File: src/rtl/adder_result_display_pkg.sv
// rtl/adder_result_display_pkg.sv - shared types, constants and double-dabble step
// Purpose: FSM state enumeration, blank glyph, digit count and the BCD
//          shift-add step used by the converter.
// Ports:   none (package).
package adder_result_display_pkg;

  typedef enum logic [1:0] {
    IDLE,
    LOAD,
    SHIFT,
    UPDATE
  } state_t;

  localparam logic [6:0] BLANK      = 7'h7F;
  localparam int         NUM_DIGITS = 4;

  // One double-dabble iteration: correct every nibble >= 5 by adding 3,
  // then shift the whole BCD word left, taking bit_in as the new LSB.
  function automatic logic [15:0] dabble_step(input logic [15:0] bcd,
                                              input logic        bit_in);
    logic [15:0] adj;
    adj = bcd;
    for (int i = 0; i < NUM_DIGITS; i++) begin
      if (bcd[4*i +: 4] >= 4'd5) begin
        adj[4*i +: 4] = bcd[4*i +: 4] + 4'd3;
      end
    end
    return {adj[14:0], bit_in};
  endfunction

endpackage

File: src/rtl/adder_result_display_if.sv
// rtl/adder_result_display_if.sv - bus between adder stage and HEX display block
// Purpose: groups the value input, the six HEX digit buses and the busy/done
//          status of the display converter.
// Ports:   master = upstream/testbench side (drives value),
//          slave  = display block (drives HEX0..HEX5, busy, done).
interface adder_result_display_if #(
  parameter int W = 10
);

  logic [W-1:0] value;
  logic [6:0]   HEX0;
  logic [6:0]   HEX1;
  logic [6:0]   HEX2;
  logic [6:0]   HEX3;
  logic [6:0]   HEX4;
  logic [6:0]   HEX5;
  logic         busy;
  logic         done;

  modport master (
    output value,
    input  HEX0, HEX1, HEX2, HEX3, HEX4, HEX5,
    input  busy, done
  );

  modport slave (
    input  value,
    output HEX0, HEX1, HEX2, HEX3, HEX4, HEX5,
    output busy, done
  );

endinterface

File: src/rtl/bcd7seg.sv
// rtl/bcd7seg.sv - one BCD digit to active-low seven-segment glyph
// Purpose: decodes a decimal digit into segments gfedcba (active low).
// Ports:   digit in (4), blank in (1, forces all segments off), seg out (7).
module bcd7seg
  import adder_result_display_pkg::*;
(
  input  logic [3:0] digit,
  input  logic       blank,
  output logic [6:0] seg
);

  always_comb begin
    seg = BLANK;
    if (!blank) begin
      case (digit)
        4'd0:    seg = 7'h40;
        4'd1:    seg = 7'h79;
        4'd2:    seg = 7'h24;
        4'd3:    seg = 7'h30;
        4'd4:    seg = 7'h19;
        4'd5:    seg = 7'h12;
        4'd6:    seg = 7'h02;
        4'd7:    seg = 7'h78;
        4'd8:    seg = 7'h00;
        4'd9:    seg = 7'h10;
        // Non-decimal nibbles cannot come out of the converter; show nothing.
        default: seg = BLANK;
      endcase
    end
  end

endmodule

File: src/rtl/adder_result_display.sv
// rtl/adder_result_display.sv - binary-to-decimal seven-segment display driver
// Purpose: synchronises an unsigned W-bit value, converts it to BCD with a
//          sequential double-dabble engine and drives four HEX digits with
//          leading-zero blanking. HEX4/HEX5 stay blank.
// Ports:   CLOCK_50 (clock), Resetn (async active-low reset),
//          bus.slave: value in; HEX0..HEX5, busy, done out.
module adder_result_display
  import adder_result_display_pkg::*;
#(
  parameter int W = 10
) (
  input  logic                   CLOCK_50,
  input  logic                   Resetn,
  adder_result_display_if.slave  bus
);

  localparam int CW = $clog2(W + 1);

  state_t                             state;
  logic [W-1:0]                       sync1;
  logic [W-1:0]                       sync2;
  logic [W-1:0]                       last_q;
  logic [W-1:0]                       shift_q;
  logic [1:0]                         fill;
  logic                               pending;
  logic [15:0]                        bcd_q;
  logic [15:0]                        bcd_next;
  logic [CW-1:0]                      cnt;
  logic [NUM_DIGITS-1:0][3:0]         digit_q;
  logic                               busy_q;
  logic                               done_q;
  logic [NUM_DIGITS-1:0]              blank;
  logic [NUM_DIGITS-1:0][6:0]         seg;
  logic                               start;

  assign bcd_next = dabble_step(bcd_q, shift_q[W-1]);

  // fill[1] rises once the synchroniser holds a real post-reset sample, so the
  // pending conversion after reset uses the actual input, not reset zeros.
  assign start = fill[1] && (pending || (sync2 != last_q));

  always_ff @(posedge CLOCK_50 or negedge Resetn) begin
    if (!Resetn) begin
      state   <= IDLE;
      sync1   <= '0;
      sync2   <= '0;
      last_q  <= '0;
      shift_q <= '0;
      fill    <= '0;
      pending <= 1'b1;
      bcd_q   <= '0;
      cnt     <= '0;
      digit_q <= '0;
      busy_q  <= 1'b0;
      done_q  <= 1'b0;
    end else begin
      sync1  <= bus.value;
      sync2  <= sync1;
      fill   <= {fill[0], 1'b1};
      done_q <= 1'b0;
      case (state)
        IDLE: begin
          if (start) begin
            state  <= LOAD;
            busy_q <= 1'b1;
          end
        end
        LOAD: begin
          shift_q <= sync2;
          last_q  <= sync2;
          bcd_q   <= '0;
          cnt     <= '0;
          pending <= 1'b0;
          state   <= SHIFT;
        end
        SHIFT: begin
          bcd_q   <= bcd_next;
          shift_q <= shift_q << 1;
          if (cnt == CW'(W - 1)) begin
            // Digits take the final step's result directly so the display
            // and done change together on entry to UPDATE.
            digit_q <= bcd_next;
            done_q  <= 1'b1;
            busy_q  <= 1'b0;
            state   <= UPDATE;
          end else begin
            cnt <= cnt + 1'b1;
          end
        end
        UPDATE: begin
          state <= IDLE;
        end
        default: begin
          state <= IDLE;
        end
      endcase
    end
  end

  // A digit blanks when it and every more significant digit are zero;
  // the units digit always shows a glyph.
  always_comb begin
    logic zero_above;
    blank      = '0;
    zero_above = 1'b1;
    for (int i = NUM_DIGITS - 1; i > 0; i--) begin
      zero_above = zero_above && (digit_q[i] == 4'd0);
      blank[i]   = zero_above;
    end
  end

  for (genvar g = 0; g < NUM_DIGITS; g++) begin : g_digit
    bcd7seg u_seg (
      .digit (digit_q[g]),
      .blank (blank[g]),
      .seg   (seg[g])
    );
  end

  assign bus.HEX0 = seg[0];
  assign bus.HEX1 = seg[1];
  assign bus.HEX2 = seg[2];
  assign bus.HEX3 = seg[3];
  assign bus.HEX4 = BLANK;
  assign bus.HEX5 = BLANK;
  assign bus.busy = busy_q;
  assign bus.done = done_q;

endmodule

File: src/flat_wrapper.sv
// flat-port wrapper written by rule: the top's interface ports become plain ports
module adder_result_display_flat import adder_result_display_pkg::*;
#(
  parameter int W = 10
)
  (CLOCK_50, Resetn, bus_value, bus_HEX0, bus_HEX1, bus_HEX2, bus_HEX3, bus_HEX4, bus_HEX5, bus_busy, bus_done);
  adder_result_display_if #(.W(W)) bus_i ();
  input  logic CLOCK_50;
  input  logic Resetn;
  input wire logic [$bits(bus_i.value)-1:0] bus_value;
  output wire logic [$bits(bus_i.HEX0)-1:0] bus_HEX0;
  output wire logic [$bits(bus_i.HEX1)-1:0] bus_HEX1;
  output wire logic [$bits(bus_i.HEX2)-1:0] bus_HEX2;
  output wire logic [$bits(bus_i.HEX3)-1:0] bus_HEX3;
  output wire logic [$bits(bus_i.HEX4)-1:0] bus_HEX4;
  output wire logic [$bits(bus_i.HEX5)-1:0] bus_HEX5;
  output wire logic [$bits(bus_i.busy)-1:0] bus_busy;
  output wire logic [$bits(bus_i.done)-1:0] bus_done;
  assign bus_i.value = bus_value;
  assign bus_HEX0 = bus_i.HEX0;
  assign bus_HEX1 = bus_i.HEX1;
  assign bus_HEX2 = bus_i.HEX2;
  assign bus_HEX3 = bus_i.HEX3;
  assign bus_HEX4 = bus_i.HEX4;
  assign bus_HEX5 = bus_i.HEX5;
  assign bus_busy = bus_i.busy;
  assign bus_done = bus_i.done;
  adder_result_display #(.W(W)) u_core (.CLOCK_50(CLOCK_50), .Resetn(Resetn), .bus(bus_i));
endmodule
File: config.mk
export PLATFORM = sky130hd
export DESIGN_NAME = adder_result_display_flat
export DESIGN_NICKNAME = d
export VERILOG_FILES = /design/src/rtl/adder_result_display_pkg.sv /design/src/rtl/adder_result_display_if.sv /design/src/rtl/bcd7seg.sv /design/src/rtl/adder_result_display.sv /design/src/flat_wrapper.sv
export SDC_FILE = /design/constraint.sdc
export NUM_CORES = 1
export LEC_CHECK = 0
export CAP_MARGIN = 20
export CORE_MARGIN = 4
export CORE_UTILIZATION = 54
export DETAILED_ROUTE_END_ITERATION = 7
export DONT_BUFFER_PORTS = 1
export MAX_ROUTING_LAYER = met4
export PLACE_DENSITY = 0.68
export SLEW_MARGIN = 20
export SYNTH_ARGS = -nofsm -noshare
export SYNTH_HDL_FRONTEND = slang
export SYNTH_SLANG_ARGS = --single-unit
File: constraint.sdc
create_clock -name CLOCK_50 -period 1.99 [get_ports CLOCK_50]
set_input_delay 0.2985 -clock CLOCK_50 [delete_from_list [all_inputs] [get_ports CLOCK_50]]
set_output_delay 0.2985 -clock CLOCK_50 [all_outputs]
set_load 0.005 [all_outputs]
==> run_results.csv, run 1 <==
group,metric,value,unit
outcome,status,"complete, but fails checks",
outcome,violations,"negative hold slack, negative setup slack",
timing,fin_crit,2.065,ns
layout,antenna_cells,0,
timing,final.setup.worst_slack,-0.07528,ns
layout,areaGrowthSynthToFinish,11.27,%
timing,finalCritPeriodShare,103.8,%
global_routing,grt.total_usage,16.95,%
routing,routed-wl-met2,3819,um
layout,fill_cells,621,
worst_setup_path,cpPeakStageDelay,0.42,ns
timing,clock_skew,0.008103,ns
placement,dpl_cell_area,0.004478,sq mm
worst_setup_path,path_cells,"nor4_4 -> and3_4 -> nand2_2 -> o31a_4 -> o21ai_2",
worst_setup_path,worstPathMaxFanout,5,
worst_setup_path,rr_endpoint,"u_core.state[1]$_DFFE_PN0P_",
clocking,cts_inserted_buffers,9,
routing,dr.pass1.iters,4,
timing,rsz0062_at_grt,"yes",
placement,portBuffers,0,
worst_setup_path,crit_type,"flip-flop to output pin",
power,comb_power_share,33.2,%
worst_setup_path,required,1.69,ns
clocking,clockBufferDepth,2,
routing,dr_wl_met3,415,um
worst_setup_path,end_kind,"output pin",
timing,hold_ws,-0.3635,ns
routing,post_drt_wl_per_cell,13.55,um
global_routing,grt_max_degree,84,
global_routing,grt_pass1_vias,2949,
global_routing,grt_first_pass_wirelength,13080,um
timing,hold_violations,83,
timing,maxSlewHeadroom,66.51,%
power,pwr-share-seq,45.1,%
synth,synth_edf_count,0,
synth,netlist_area,0.004395,sq mm
floorplanning,rows,32,
clocking,clock-sinks,83,
routing,top_layer,"met4",
routing,drc,0,
routing,wl_met1,3348,um
layout,nets,504,
placement,gp_congestion,0.9044,
hold_path,hold_class,"primary input to async pin",
layout,drive_gt1_share,16.16,%
clocking,cts_root_buf,"clkbuf_8",
floorplanning,dieArea,0.009647,sq mm
clocking,cts_max_level,3,
worst_setup_path,start_kind,"flip-flop",
clocking,clkLatencyLatePin,0.35,ns
synth,synthArstFlopShare,100.0,%
routing,drt_first_iter_violations,91,
timing,finalMaxSlewViolations,0,
flow_run,maxCapViolCount,0,
power,p_int,3.189,mW
worst_setup_path,critical_path_arrival,1.77,ns
synth,ys_seq_area_share,47.28,%
clocking,hold_buffers,10,
worst_setup_path,reg2reg_slack,0.24,ns
placement,hpwl,5385,um
power,vdd_drop_max,0.7456,mV
routing,final_antenna_net_count,0,
routing,num_vias,3062,
layout,final_area,0.004891,sq mm
worst_setup_path,r2r.worst_path.cells,7,
synth,yosys_warnings,0,
synth,synthCells,443,
routing,totalWireLength,7672,um
power,powerDensity,1009,mW/mm^2
floorplanning,start_util,56.30,%
power,switching_share,35.37,%
clocking,clk_pin_slew,0.08,ns
global_routing,antenna_found_initial,0,
power,p_leak,2.088,nW
synth,yosysUniqueCellTypes,43,
synth,synth-main-ff-cell,"dfrtp_1",
synth,ys_ff_latch,83,
floorplanning,ios,56,
timing,max_clock_freq,0.4842,GHz
routing,routed_via_density,5.410,
timing,final-setup-viol-count,7,
power,share_clk_of_total_power,21.8,%
floorplanning,die_h,98.22,um
worst_setup_path,crit_path_top_delay_cell,"dfrtp_1",
power,p_switching,1.746,mW
clocking,cts_tree,"built",
floorplanning,core-area,0.007807,sq mm
global_routing,grt_overflow_total,0,
worst_setup_path,rr_startpoint,"u_core.state[0]$_DFFE_PN0P_",
timing,tightest_slew,0.4961,ns
synth,avgSynthCellArea,9.922,sq um
floorplanning,die_width,98.22,um
==> through the flow <==
step | cells | util [%] | power [mW] | setup TNS [ns] | setup WS (ns)
after detailed placement | 535 | 57.36 | 3.887 | 0 | 0.1614
after CTS | 564 | 61.31 | 4.993 | -0.6804 | -0.1183
after floorplan | 457 | - | 3.493 | 0 | 0.3221
after global placement | 535 | 57.36 | 3.818 | 0 | 0.2186
final | 566 | 62.64 | 4.935 | -0.4324 | -0.07528
after global routing | 566 | 62.64 | 5.311 | -1.034 | -0.1598
==> worst max-delay path, delay by kind of cell, from the launching register on <==
family | cells | cell delay, ns
and+or+nand+nor | 3 | 0.61
DFF | 1 | 0.42
AOI/OAI and AO/OA | 2 | 0.40
==> power groups by stage <==
stage                     Clock (mW)  Combinational [mW]  Sequential [mW]
final                           1.07                1.64             2.22
after global routing            1.19                1.85             2.27
after CTS                       1.12                1.65             2.23
after detailed placement           0                1.63             2.26
after global placement             0                1.58             2.24
after floorplan                    0                1.29             2.20
==> timing repair <==
item / CTS / global route
setup buffers: 3 / 3
pin swaps: 2 / 6
hold endpoints to repair: 93 / 83
resized for setup: 6 / 17
setup endpoints to repair: 10 / 13
==> sequential cells by signal, indices dropped and copies added (netlist names) <==
signal / count
u_core.digit_q: 16
u_core.shift_q: 10
u_core.bus.busy: 1
u_core.sync1: 10
u_core.state: 2
u_core.last_q: 10
u_core.pending: 1
u_core.sync2: 10
u_core.bcd_q: 16
u_core.cnt: 4
u_core.fill: 2
u_core.bus.done: 1
==> metal layers <==
metal | global-route usage, % | vias to the layer above
li1 | - | 1523
met1 | 19.94 | 1459
met2 | 28.06 | 71
met3 | 4.643 | 9
met4 | 5.987 | 0
met5 | - | -
==> cells in the mapped netlist, types with 2 or more instances <==
cell / instances / area, sq um
nand2_1: 35 / 131.4
o21ai_2: 4 / 35.03
o21ai_0: 30 / 150.1
a21oi_1: 34 / 170.2
mux2_2: 17 / 191.4
buf_4: 14 / 105.1
o211ai_1: 4 / 30.03
nor4_1: 2 / 12.51
o31ai_1: 5 / 37.54
ha_1: 33 / 412.9
a21o_1: 2 / 15.01
nor2_1: 30 / 112.6
o22a_1: 2 / 17.52
mux2i_1: 11 / 110.1
dfrtp_1: 82 / 2052
nand2b_1: 11 / 68.82
nand3_1: 6 / 30.03
o22ai_1: 17 / 106.4
xnor2_1: 5 / 43.79
a31oi_1: 5 / 31.28
nor3_1: 5 / 25.02
nor2b_1: 8 / 50.05
xor2_1: 11 / 96.34
inv_1: 33 / 123.9
clkbuf_1: 16 / 60.06
buf_2: 4 / 20.02
==> worst max path at each step <==
stage / from / to / cells past startpoint
after global placement: u_core.digit_q[13]$_DFFE_PN0P_ / bus_HEX1[0] / 6
after CTS: u_core.digit_q[15]$_DFFE_PN0P_ / bus_HEX1[3] / 5
after global routing: u_core.digit_q[15]$_DFFE_PN0P_ / bus_HEX1[1] / 5
after detailed placement: u_core.digit_q[13]$_DFFE_PN0P_ / bus_HEX1[3] / 6
final: u_core.digit_q[15]$_DFFE_PN0P_ / bus_HEX1[3] / 5
after floorplan: u_core.digit_q[13]$_DFFE_PN0P_ / bus_HEX1[0] / 6
==> layout make-up <==
class	instances	area, sq um	share of cell area [%]
Sequential cell	83	2081	42.54
Multi-Input combinational cell	307	2153	44.03
Timing Repair Buffer	25	229.0	4.682
Inverter	33	123.9	2.533
Clock inverter	7	52.55	1.074
Tap cell	102	127.6	2.609
Clock buffer	9	123.9	2.533
==> layout by cell type, fill, tap and decap left out, types with 3 or more instances in the layout <==
master         count
a21oi_1           31
a31oi_1            5
buf_4             13
clkbuf_8           9
clkinvlp_4         4
conb_1            15
dfrtp_1           80
dlygate4sd3_1     10
ha_1              30
inv_1             31
mux2_2            17
mux2i_1           11
nand2_1           34
nand2b_1          11
nand3_1            6
nor2_1            30
nor2b_1            8
nor3_1             5
o211ai_1           4
o21ai_0           30
o21ai_2            3
o22ai_1           17
o31ai_1            4
xnor2_1            5
xor2_1            11
==> cell families after synthesis <==
group           Yosys count  share of synthesized area (%)
flops                    83                          47.28
other cells               1                        0.08532
xor+xnor                 16                          3.188
simple gates            105                          11.13
mux                      28                          6.860
buf+inv                  67                          7.031
compound gates          110                          15.03
fa+ha+maj                33                          9.394
Note: power is estimated with default switching activity, not from simulation.
==> run 2, diff against run 1 <==
Settings changed: SETUP_SLACK_MARGIN from default to 0.5.
==> run 2 against run 1 <==
Effect of this change: the run still ends with negative hold slack, negative setup slack left; register-to-register slack better by 0.07 ns; global-route usage up 2.5 points; total power up 16%.
==> run_results.csv, run 2 (synthesis results as in run 1) <==
group,metric,value,unit
layout,fill_cells,510,
timing,max_clock_freq,0.4818,GHz
worst_setup_path,required,1.69,ns
worst_setup_path,crit_type,"flip-flop to output pin",
global_routing,use_met1,24.73,%
routing,drc,0,
floorplanning,start_util,56.30,%
clocking,cts_root_buf,"clkbuf_8",
worst_setup_path,rr_endpoint,"u_core.state[1]$_DFFE_PN0P_",
power,powerDensity,986.5,mW/mm^2
global_routing,grt_pass1_vias,3114,
routing,totalWireLength,9318,um
flow_run,maxCapViolCount,0,
clocking,cts_tree,"built",
layout,nets,547,
power,finalPower,5.703,mW
worst_setup_path,worstPathMaxFanout,5,
clocking,cts_inserted_buffers,9,
timing,final-setup-viol-count,12,
routing,num_vias,3305,
worst_setup_path,start_kind,"flip-flop",
global_routing,grt_overflow_total,0,
clocking,clock-sinks,83,
clocking,clkLatencyLatePin,0.35,ns
timing,final.setup.worst_slack,-0.08552,ns
layout,layout_commonest_cell,"dfrtp_1",
placement,gp_congestion,0.8822,
placement,portBuffers,0,
routing,post_drt_wl_per_cell,15.30,um
timing,finalMaxSlewViolations,0,
layout,top_regs,"u_core.bcd_q x16, u_core.digit_q x16",
global_routing,grtUsageMet3,2.929,%
layout,areaGrowthSynthToFinish,31.51,%
hold_path,hold_class,"primary input to async pin",
global_routing,use_met2,31.10,%
placement,dp.cells,536,
timing,clock_skew,0.01548,ns
global_routing,antenna_found_initial,0,
worst_setup_path,critical_path_arrival,1.78,ns
floorplanning,die_h,98.22,um
global_routing,grt_max_degree,84,
global_routing,busiest_layer,"met2",
layout,seqCellArea,0.002087,sq mm
floorplanning,dieArea,0.009647,sq mm
clocking,hold_buffers,10,
layout,layout_common_cells,"75 x dfrtp_1, 44 x buf_4, 30 x nand2_1",
placement,hpwl,5364,um
timing,rsz0062_at_grt,"yes",
timing,hold_violations,83,
timing,fin_crit,2.076,ns
layout,multi_input_area,0.002639,sq mm
routing,dr.pass1.iters,5,
power,vdd_drop_max,0.8054,mV
floorplanning,core-area,0.007807,sq mm
timing,hold_ws,-0.3649,ns
worst_setup_path,r2r.worst_path.cells,7,
power,p_leak,2.398,nW
global_routing,grt.total_usage,19.50,%
outcome,status,"complete, but fails checks",
timing,fin_setup_tns,-0.6032,ns
routing,routed_via_density,5.427,
worst_setup_path,reg2reg_slack,0.31,ns
timing,finalCritPeriodShare,104.3,%
worst_setup_path,rr_startpoint,"u_core.state[1]$_DFFE_PN0P_",
global_routing,grt_first_pass_wirelength,15030,um
floorplanning,die_width,98.22,um
outcome,violations,"negative hold slack, negative setup slack",
layout,antenna_cells,0,
routing,drt_first_iter_violations,128,
floorplanning,rows,32,
clocking,cts_max_level,3,
layout,drive_gt1_share,40.43,%
worst_setup_path,end_kind,"output pin",
layout,instances_no_fill,609,
clocking,clockBufferDepth,2,
clocking,clk_pin_slew,0.09,ns
floorplanning,ios,56,
routing,final_antenna_net_count,0,
-- run 2: worst max-delay path by stage --
stage	from	endpoint	slack (ns)	depth (start not counted)
5_1_grt	u_core.digit_q[11]$_DFFE_PN0P_	bus_HEX1[0]	-0.16	5
3_3_place_gp	u_core.digit_q[12]$_DFFE_PN0P_	bus_HEX1[2]	0.30	6
4_1_cts	u_core.digit_q[14]$_DFFE_PN0P_	bus_HEX1[0]	-0.09	5
3_5_place_dp	u_core.digit_q[9]$_DFFE_PN0P_	bus_HEX1[4]	0.26	6
2_1_floorplan	u_core.digit_q[15]$_DFFE_PN0P_	bus_HEX1[0]	0.40	5
6_report	u_core.digit_q[11]$_DFFE_PN0P_	bus_HEX1[3]	-0.09	5
-- run 2: cell type report --
class | instances | area share [%]
inverters | 33 | 2.273
clock buffers | 10 | 2.381
repair buffers | 68 | 10.17
flip-flops and latches | 83 | 36.10
multi-input cells | 307 | 45.65
well taps | 102 | 2.208
clock inverters | 6 | 1.212
-- run 2: power breakdown --
group          total (mW)  internal, mW  switching, mW
sequential           2.23          2.01          0.215
combinational        2.23          1.06           1.16
clock                1.25         0.622          0.625
-- run 2: what timing repair did --
action,in CTS,in global routing
cloned,0,1
pin swaps,32,31
setup endpoints to repair,60,57
resized for setup,100,64
buffers inserted,25,21
hold endpoints to repair,93,83
-- run 2: stage by stage --
stage	utilization, %	area [sq um]	worst slack, ns
3_3_place_gp	57.63	4499	0.3007
4_1_cts	68.51	5349	-0.08591
6_report	74.04	5781	-0.08552
3_5_place_dp	57.63	4499	0.2572
5_1_grt	74.04	5781	-0.1602
2_1_floorplan	-	4474	0.3983
-- run 2: critical path, cell delays in order (launching register included) --
cell,delay [ns]
dfrtp_2,0.44
nor4_4,0.29
and3_4,0.24
nand2_4,0.05
o31a_4,0.32
o21ai_2,0.08
-- run 2: routing by layer --
metal,wire length (um),up-vias,part of all wire (%)
li1,-,1613,-
met1,3931,1587,42
met2,4769,81,51
met3,398,24,4.3
met4,218,0,2.3
met5,0,-,0
